==> src/rtl/mrd_sched_pkg.sv <==
// Shared types and helpers for the N-bank mixed-radix DFT frame scheduler.
package mrd_sched_pkg;

    localparam int unsigned PTS_W_DEF = 12;

    typedef enum logic [2:0] {
        ST_IDLE   = 3'd0,
        ST_FILL   = 3'd1,
        ST_READY  = 3'd2,
        ST_CALC   = 3'd3,
        ST_OUTRDY = 3'd4,
        ST_OUT    = 3'd5
    } bank_state_e;

    function automatic int unsigned next_ptr(input int unsigned ptr, input int unsigned nbank);
        return (ptr + 32'd1 >= nbank) ? 32'd0 : ptr + 32'd1;
    endfunction

endpackage

==> src/rtl/mrd_bank_slot.sv <==
// One memory bank's lifecycle: Fill -> Ready -> Calc -> OutReady -> Out -> Idle,
// plus the frame length/IDFT flag captured on the sop beat and the fill beat count.
module mrd_bank_slot
    import mrd_sched_pkg::*;
#(
    parameter int unsigned PTS_W = PTS_W_DEF
) (
    input  logic             clk,
    input  logic             rst,
    input  logic             fill_fire,
    input  logic             sop,
    input  logic             eop,
    input  logic [PTS_W-1:0] dftpts_in,
    input  logic             inverse_in,
    input  logic             calc_issue,
    input  logic             calc_fin,
    input  logic             out_issue,
    input  logic             out_fin,
    output bank_state_e      state,
    output bank_state_e      state_nxt,
    output logic [PTS_W-1:0] dftpts,
    output logic             inverse,
    output logic             fill_err
);

    localparam logic [PTS_W:0] CNT_ONE = {{PTS_W{1'b0}}, 1'b1};

    logic [PTS_W:0]   cnt;
    logic [PTS_W:0]   cnt_nxt;
    logic [PTS_W-1:0] pts_nxt;
    logic             inv_nxt;
    logic             take;

    always_comb begin
        state_nxt = state;
        cnt_nxt   = cnt;
        pts_nxt   = dftpts;
        inv_nxt   = inverse;
        fill_err  = 1'b0;
        take      = 1'b0;
        case (state)
            ST_IDLE, ST_FILL: begin
                if (fill_fire) begin
                    // sop always (re)starts a frame; a sop seen mid-fill is a restart error
                    if (sop) begin
                        take     = 1'b1;
                        pts_nxt  = dftpts_in;
                        inv_nxt  = inverse_in;
                        cnt_nxt  = CNT_ONE;
                        fill_err = (state == ST_FILL);
                    end else if (state == ST_FILL) begin
                        take    = 1'b1;
                        cnt_nxt = cnt + CNT_ONE;
                    end else begin
                        fill_err = 1'b1;
                    end
                    if (take) begin
                        state_nxt = eop ? ST_READY : ST_FILL;
                        if (eop && (cnt_nxt != {1'b0, pts_nxt})) begin
                            fill_err = 1'b1;
                        end
                    end
                end
            end
            ST_READY:  if (calc_issue) state_nxt = ST_CALC;
            ST_CALC:   if (calc_fin)   state_nxt = ST_OUTRDY;
            ST_OUTRDY: if (out_issue)  state_nxt = ST_OUT;
            ST_OUT:    if (out_fin)    state_nxt = ST_IDLE;
            default:   state_nxt = ST_IDLE;
        endcase
    end

    always_ff @(posedge clk or posedge rst) begin
        if (rst) begin
            state   <= ST_IDLE;
            cnt     <= '0;
            dftpts  <= '0;
            inverse <= 1'b0;
        end else begin
            state   <= state_nxt;
            cnt     <= cnt_nxt;
            dftpts  <= pts_nxt;
            inverse <= inv_nxt;
        end
    end

endmodule

==> src/rtl/mrd_bank_sched.sv <==
// Round-robin N-bank frame scheduler: owns the fill/calc/drain pointers, issues
// engine and drain start pulses in frame order, and flags framing/protocol errors.
module mrd_bank_sched
    import mrd_sched_pkg::*;
#(
    parameter int unsigned NBANK = 2,
    parameter int unsigned BW    = (NBANK > 2) ? $clog2(NBANK) : 1,
    parameter int unsigned PTS_W = PTS_W_DEF
) (
    input  logic             clk,
    input  logic             rst,
    input  logic             sink_valid,
    output logic             sink_ready,
    input  logic             sink_sop,
    input  logic             sink_eop,
    input  logic [PTS_W-1:0] sink_dftpts,
    input  logic             sink_inverse,
    output logic [BW-1:0]    in_bank,
    output logic             calc_start,
    output logic [BW-1:0]    calc_bank,
    output logic [PTS_W-1:0] calc_dftpts,
    output logic             calc_inverse,
    input  logic             calc_done,
    output logic             out_start,
    output logic [BW-1:0]    out_bank,
    output logic [PTS_W-1:0] out_dftpts,
    input  logic             out_done,
    output logic             frame_err,
    output logic             proto_err,
    output logic             busy
);

    bank_state_e      st     [NBANK];
    bank_state_e      st_nxt [NBANK];
    logic [PTS_W-1:0] bk_pts [NBANK];
    logic             bk_inv [NBANK];
    logic [NBANK-1:0] bk_err;

    logic [BW-1:0] wr_ptr;
    logic [BW-1:0] calc_ptr;
    logic [BW-1:0] rd_ptr;

    logic wr_ok;
    logic fire;
    logic complete;
    logic any_calc;
    logic any_out;
    logic calc_issue;
    logic calc_fin;
    logic out_issue;
    logic out_fin;
    logic busy_nxt;

    assign wr_ok      = (st[wr_ptr] == ST_IDLE) || (st[wr_ptr] == ST_FILL);
    assign sink_ready = !rst && wr_ok;
    assign fire       = sink_valid && sink_ready;
    assign complete   = fire && sink_eop && (sink_sop || (st[wr_ptr] == ST_FILL));
    assign in_bank    = wr_ptr;

    always_comb begin
        any_calc = 1'b0;
        any_out  = 1'b0;
        for (int unsigned i = 0; i < NBANK; i++) begin
            if (st[i] == ST_CALC) any_calc = 1'b1;
            if (st[i] == ST_OUT)  any_out  = 1'b1;
        end
    end

    always_comb begin
        busy_nxt = 1'b0;
        for (int unsigned i = 0; i < NBANK; i++) begin
            if (st_nxt[i] != ST_IDLE) busy_nxt = 1'b1;
        end
    end

    // Issue only while no bank occupies the stage, so a completing bank and the
    // next issue never coincide: the next start follows one cycle after exit.
    assign calc_issue = !any_calc && (st[calc_ptr] == ST_READY);
    assign calc_fin   = calc_done && (st[calc_ptr] == ST_CALC);
    assign out_issue  = !any_out && (st[rd_ptr] == ST_OUTRDY);
    assign out_fin    = out_done && (st[rd_ptr] == ST_OUT);

    for (genvar g = 0; g < NBANK; g++) begin : g_bank
        mrd_bank_slot #(
            .PTS_W (PTS_W)
        ) u_slot (
            .clk        (clk),
            .rst        (rst),
            .fill_fire  (fire && (wr_ptr == BW'(g))),
            .sop        (sink_sop),
            .eop        (sink_eop),
            .dftpts_in  (sink_dftpts),
            .inverse_in (sink_inverse),
            .calc_issue (calc_issue && (calc_ptr == BW'(g))),
            .calc_fin   (calc_fin && (calc_ptr == BW'(g))),
            .out_issue  (out_issue && (rd_ptr == BW'(g))),
            .out_fin    (out_fin && (rd_ptr == BW'(g))),
            .state      (st[g]),
            .state_nxt  (st_nxt[g]),
            .dftpts     (bk_pts[g]),
            .inverse    (bk_inv[g]),
            .fill_err   (bk_err[g])
        );
    end

    always_ff @(posedge clk or posedge rst) begin
        if (rst) begin
            wr_ptr       <= '0;
            calc_ptr     <= '0;
            rd_ptr       <= '0;
            calc_start   <= 1'b0;
            calc_bank    <= '0;
            calc_dftpts  <= '0;
            calc_inverse <= 1'b0;
            out_start    <= 1'b0;
            out_bank     <= '0;
            out_dftpts   <= '0;
            frame_err    <= 1'b0;
            proto_err    <= 1'b0;
            busy         <= 1'b0;
        end else begin
            if (complete) wr_ptr   <= BW'(next_ptr(32'(wr_ptr), NBANK));
            if (calc_fin) calc_ptr <= BW'(next_ptr(32'(calc_ptr), NBANK));
            if (out_fin)  rd_ptr   <= BW'(next_ptr(32'(rd_ptr), NBANK));
            calc_start <= calc_issue;
            if (calc_issue) begin
                calc_bank    <= calc_ptr;
                calc_dftpts  <= bk_pts[calc_ptr];
                calc_inverse <= bk_inv[calc_ptr];
            end
            out_start <= out_issue;
            if (out_issue) begin
                out_bank   <= rd_ptr;
                out_dftpts <= bk_pts[rd_ptr];
            end
            frame_err <= |bk_err;
            proto_err <= (calc_done && !calc_fin) || (out_done && !out_fin);
            busy      <= busy_nxt;
        end
    end

endmodule

==> config.mk <==
export PLATFORM = sky130hd
export DESIGN_NAME = mrd_bank_sched
export DESIGN_NICKNAME = d
export VERILOG_FILES = /design/src/rtl/mrd_sched_pkg.sv /design/src/rtl/mrd_bank_slot.sv /design/src/rtl/mrd_bank_sched.sv
export SDC_FILE = /design/constraint.sdc
export NUM_CORES = 1
export LEC_CHECK = 0
export ABC_AREA = 0
export BUFFER_PORTS_ARGS = -buffer_cell sky130_fd_sc_hd__buf_2
export CORE_UTILIZATION = 54
export DETAILED_ROUTE_END_ITERATION = 6
export PLACE_DENSITY_LB_ADDON = 0.1
export RECOVER_POWER = 50
export SLEW_MARGIN = 40
export SYNTH_ARGS = -nofsm -noshare
export SYNTH_HDL_FRONTEND = slang
export SYNTH_SLANG_ARGS = --single-unit
==> constraint.sdc <==
create_clock -name clk -period 3 [get_ports clk]
set_input_delay 0.6 -clock clk [delete_from_list [all_inputs] [get_ports clk]]
set_output_delay 0.6 -clock clk [all_outputs]
set_load 0.005 [all_outputs]
# Yosys cells after proc, flatten, opt, wreduce, memory -nomap -nowiden

Cells that the tools add are included.

Add/subtract/negate cells: 5
Multipliers: 0
Divide/modulo/power cells: 0
$lt $le $gt $ge: 6
Equality and inequality tests: 17
Shift operators: 0
Mux-type cells: 76
Bitwise gates (word level): 6
Reductions and logical operators: 42

Operators by type and width:

| cell                  | number |
|---|---|
| $mux 12               | 12 |
| $mux 13               | 8 |
| $mux 3                | 21 |
| $mux 1                | 32 |
| $pmux 3 s5            | 2 |
| $add 13x1->13 const B | 2 |
| $ne 13x12->1          | 2 |
| $logic_and 1x1->1     | 22 |
| $eq 3x2->1 const B    | 6 |
| $eq 3x3->1 const B    | 6 |
| $ge 2x2->1 const B    | 6 |
| $eq 3x1->1 const B    | 3 |
| $logic_not 3->1       | 3 |
| $add 1x1->2 const B   | 3 |
| $not 1->2             | 3 |
| $reduce_and 3->1      | 2 |
| $reduce_bool 3->1     | 2 |
| $reduce_or 2->1       | 3 |
| $logic_not 1->1       | 5 |
| $reduce_and 2->1      | 2 |
| $logic_or 1x1->1      | 3 |
| $not 1->1             | 3 |
| $mux 2                | 1 |

Bits in registers: 93
Bits in latches: 0
RAM bits: 0
Memory bits (read-only): 0
Input port bits: 20
Output and inout bits: 34
Word-level logic and storage cells: 173
Memories kept: 0

# Depth between registers and ports, before layout

Word-level depth: 18
Gate-level depth with buffers: 10
Gate-level depth less buffers: 9

# Hierarchy

From an unflattened synthesis, not the netlist that was laid out.

Cell total of the unflattened synthesis: 548
Area, all modules: 5461.5 um2

By module, submodules not included:

| module                            | times used | cells an instance | area an instance (um2) | sequential area each (um2) |
|---|---|---|---|---|
| mrd_bank_slot at g_bank[1].u_slot | 1          | 206               | 1915.6                 | 725.7 |
| mrd_bank_slot at g_bank[0].u_slot | 1          | 197               | 1849.3                 | 725.7 |
| mrd_bank_sched                    | 1          | 145               | 1696.6                 | 875.8 |

# Least setup slack after synthesis

Ideal clock, no wire load.

Path type: input to register
Start: in rst
End: reg busy
Library setup time: 0.139 ns
Arrival time: 4.092 ns
Data required time: 2.861 ns
Setup slack: -1.230 ns
Stages: 7
Path buffers: 0
Path through: inv_1 -> nand4_1 -> nor2_1 -> nand2_1 -> o211ai_1 -> o211ai_1 -> or4_1

RTL lines:

| item                              | line                  | source |
|---|---|---|
| start: declaration                | mrd_bank_sched.sv:11  | `input logic rst,` |
| $logic_not 1->1 (no line)         | -                     |  |
| $logic_and 1x1->1                 | mrd_bank_sched.sv:55  | `assign sink_ready = !rst && wr_ok;` |
| $logic_and 1x1->1                 | mrd_bank_sched.sv:56  | `assign fire = sink_valid && sink_ready;` |
| $logic_and 1x1->1                 | mrd_bank_sched.sv:89  | `.fill_fire (fire && (wr_ptr == BW'(g))),` |
| $mux 3                            | mrd_bank_slot.sv:43   | `if (fill_fire) begin` |
| $pmux 3 s5                        | mrd_bank_slot.sv:41   | `case (state)` |
| net g_bank[1].u_slot.state_nxt[0] | mrd_bank_slot.sv:20   | `output bank_state_e state_nxt,` |
| $reduce_bool 3->1                 | mrd_bank_sched.sv:72  | `if (st_nxt[i] != ST_IDLE) busy_nxt = 1'b1;` |
| $mux 1                            | mrd_bank_sched.sv:72  |  |
| net busy_nxt                      | mrd_bank_sched.sv:52  | `logic busy_nxt;` |
| end signal: assignment            | mrd_bank_sched.sv:138 | `busy <= busy_nxt;` |
| end: declaration                  | mrd_bank_sched.sv:30  | `output logic busy` |

The timed path passes the listed nets, and every way through them passes these cells.
A chain may end at the register's enable or synchronous reset.

# Worst setup path in the final report

Start: reg g_bank[1].u_slot.state[0]
End: reg busy

RTL lines:

| item                                          | line                 | source |
|---|---|---|
| start: declaration                            | mrd_bank_slot.sv:19  | `output bank_state_e state,` |
| start signal: assignment                      | mrd_bank_slot.sv:80  | `state <= state_nxt;` |
| $mux 3 (not written as such) (3 in series)    | mrd_bank_sched.sv:54 | `assign wr_ok = (st[wr_ptr] == ST_IDLE) \|\| (st[wr_ptr] == ST_FILL);` |
| $eq 3x1->1 or $logic_not 3->1 (tied branches) | mrd_bank_sched.sv:54 |  |
| $logic_or 1x1->1                              | mrd_bank_sched.sv:54 |  |
| $logic_and 1x1->1                             | mrd_bank_sched.sv:55 |  |
| $logic_and 1x1->1                             | mrd_bank_sched.sv:56 |  |
| $logic_and 1x1->1                             | mrd_bank_sched.sv:89 |  |
| $mux 3                                        | mrd_bank_slot.sv:43  |  |
| $pmux 3 s5 (*)                                | mrd_bank_slot.sv:41  |  |
| net g_bank[1].u_slot.state_nxt[0]             | mrd_bank_slot.sv:20  |  |
| $reduce_bool 3->1 (*)                         | mrd_bank_sched.sv:72 |  |
| $mux 1 (*)                                    | mrd_bank_sched.sv:72 |  |
| net busy_nxt                                  | mrd_bank_sched.sv:52 |  |

Mark *: on every way through the listed nets, which the timed path passes. The rest lies on a longest branch. The select of a mux whose other input is x is not followed.

==> reports/qor.yml <==
grt_use_met1_pct: 38.2
worstHoldPathType: "input pin to flop"
rsz0062_at_grt: "no"
grt_use_met3_pct: 4.38
nets: 642
wirelength_um: 14000
grt_max_degree: 74
drtPass1Iterations: 5
p_leak_nw: 2.63
cp-end-kind: "flop"
crit_top_cell: "o211ai_1"
wl_per_cell_um: 18.5
chipHeight_um: 102
power_frac_seq_pct: 42.2
grt_pass1_vias: 4230
fin_crit_ps: 2440
grt_pass1_wl_um: 22100
peakVddDrop_uv: 354
pre_cts_slack_ps: 560
finalMaxSlewViolations: 0
internal_power_mw: 3.32
required_ps: 3250
io_pins: 54
min_to: "g_bank[1].u_slot.inverse"
drt_iter0_markers: 242
layout_commonest_cell: "nand2_1"
switchingPower_mw: 2.58
ys_types: 69
drive_gt1_share_pct: 18.1
slew_headroom_pct: 23.5
drc: 0
diodes: 0
start_util_pct: 55.7
design.die.area_um2: 10400
cts_tree: "yes"
crit_type: "flop to flop"
path_clk_slew_ps: 110
n_fill_cell: 906
r2r_cells: 8
crit_family: "simple AND/OR/NAND/NOR gates"
critPathMaxFanout: 13
synth_nets: 607
htree_levels: 3
p_per_area_nw_per_um2: 994
grt_usage_pct: 28.2
max_stage_delay_ps: 660
cts_hold_buffers: 0
gp_congestion: 0.899
grt-ovfl-total: 0
clockRootBuffer: "clkbuf_8"
max-cap-violations: 0
worstHoldStart: "sink_inverse"
via_count: 4563
layout_setup_ws_ps: 559
num_rows: 36
antenna_found_initial: 0
synth-async-reset-ratio_pct: 100
r2r_slack_ps: 560
swShare_pct: 43.8
path_cells: "nor3b_4 > inv_1 > ha_1 > nor2_1 > nand2_1 > o211ai_1 > o211ai_1 > or4_1"
dieWidth_um: 102
worstReg2RegEnd: "busy"
vias_per_cell: 6.04
fin_util_pct: 61.1
synth_edf_count: 0
synth_top_flop_cell: "dfrtp_1"
hpwl_um: 10300
worst-path-buf-inv: 1
synth_area_per_cell_um2: 9.30
min_period_over_period_pct: 81.4
power_frac_clock_pct: 14.4
syn_area_um2: 5420
fmax_mhz: 410
ctsResizeCount: 0
r2r_start: "g_bank[1].u_slot.state[0]"
seq_area_frac_synth_pct: 42.9
cpMaxStageDelayCell: "dfrtp_1"
hold_depth: 2
io_buffer_count: 53
gr-usage-met2_pct: 46.6
clock_sinks: 93
power_frac_comb_pct: 43.5
ys_ff_latch: 93
synthToLayoutAreaGrowth_pct: 9.70
status: "finished, final reports clean"
finalSetupViolations: 0
tightest_slew_ps: 1150
post_cts_buffers: 0
grt_busiest_layer: "met2"
core_um2: 9730
finalHoldViolCount: 0
ant_nets: 0
cp_data_arrival_time_ps: 2690
fin_worst_skew_ps: 14.3
yosysWarnings: 0
mostFrequentLayoutCells: "95 x nand2_1, 93 x dfrtp_1, 46 x o21ai_0"
cp-start-kind: "flop"
cts_buffers: 9
clk_latency_ps: 370
syn_inst: 583
clk_path_buf_depth: 2
## through the flow
| stage | setup TNS, ps | total power, mW | std cells | area [um2] | hold WS (ps) |
|---|---|---|---|---|---|
| final | 0 | 5.91 | 756 | 5950 | 473 |
| after global routing | 0 | 6.38 | 756 | 5950 | 466 |
| after CTS | 0 | 5.93 | 756 | 5970 | 299 |
| after floorplan | -6570 | 4.21 | 583 | 5430 | 466 |
| after global placement | 0 | 5.00 | 740 | 5760 | 455 |
| after detailed placement | 0 | 5.07 | 740 | 5770 | 463 |
## cells in the mapped netlist (5+ instances only)
| library cell | number | area (um2) |
|---|---|---|
| inv_1 | 11 | 41.3 |
| a31oi_1 | 5 | 31.3 |
| o21ai_0 | 46 | 230 |
| o211ai_1 | 11 | 82.6 |
| xor2_1 | 9 | 78.8 |
| nand3_1 | 15 | 75.1 |
| dfrtp_1 | 93 | 2330 |
| a22oi_1 | 13 | 97.6 |
| xnor2_1 | 20 | 175 |
| nor3_1 | 15 | 75.1 |
| nand4_1 | 8 | 50.1 |
| mux2_2 | 29 | 327 |
| and3_1 | 5 | 31.3 |
| clkbuf_1 | 22 | 82.6 |
| nand2b_1 | 7 | 43.8 |
| buf_2 | 14 | 70.1 |
| o31ai_1 | 6 | 45.0 |
| nand2_1 | 95 | 357 |
| a21oi_1 | 15 | 75.1 |
| or3_1 | 6 | 37.5 |
| nor2_1 | 35 | 131 |
| mux2i_1 | 22 | 220 |
## per-layer routing
layer	share of wire (%)	up-vias
li1	-	2165
met1	46	2236
met2	48	140
met3	4.1	22
met4	2.3	0
met5	0	-
## worst max path at each step
stage | startpoint | end | slack, ps | cells after the start
after CTS | g_bank[1].u_slot.state[0] | busy | 580 | 8
after global routing | rst | g_bank[1].u_slot.cnt[11] | 180 | 4
after detailed placement | sink_dftpts[9] | frame_err | 560 | 8
after floorplan | rst | g_bank[1].u_slot.dftpts[0] | -410 | 6
final | g_bank[1].u_slot.state[0] | busy | 560 | 8
after global placement | sink_dftpts[9] | frame_err | 580 | 8
## registers in the layout, indices dropped and copies added (netlist names), 2 cells and up
signal,flops
g_bank.u_slot.cnt,26
g_bank.u_slot.dftpts,24
calc_dftpts,12
out_dftpts,12
g_bank.u_slot.state,6
g_bank.u_slot.inverse,2
## power by group through the flow
| stage | Sequential [mW] | Combinational [mW] | Clock [mW] |
|---|---|---|---|
| 3_3_place_gp | 2.47 | 2.52 | 0 |
| 3_5_place_dp | 2.50 | 2.57 | 0 |
| 5_1_grt | 2.56 | 2.89 | 0.926 |
| 4_1_cts | 2.47 | 2.58 | 0.877 |
| 6_report | 2.49 | 2.57 | 0.849 |
| 2_1_floorplan | 2.16 | 2.05 | 0 |
## cell type report
| class | instances | area, um2 | share of cell area (%) |
|---|---|---|---|
| clock buffers | 9 | 124 | 2.08 |
| flip-flops and latches | 93 | 2330 | 39.1 |
| clock inverters | 7 | 76.3 | 1.28 |
| well taps | 133 | 166 | 2.80 |
| inverters | 13 | 50.0 | 0.842 |
| multi-input cells | 439 | 2890 | 48.5 |
| repair buffers | 62 | 315 | 5.30 |
## kinds of logic after synthesis
family                     count (synthesis)  share of synthesized area [%]
and+or+nand+nor                          223                           21.4
AOI/OAI and AO/OA                        131                           15.9
DFF                                       93                           42.9
muxes                                     52                           10.3
buffers and inverters                     51                           3.86
xor gates and xnor gates                  29                           4.69
adders and majority gates                  4                          0.923
Power figures use the tool's default switching activity.
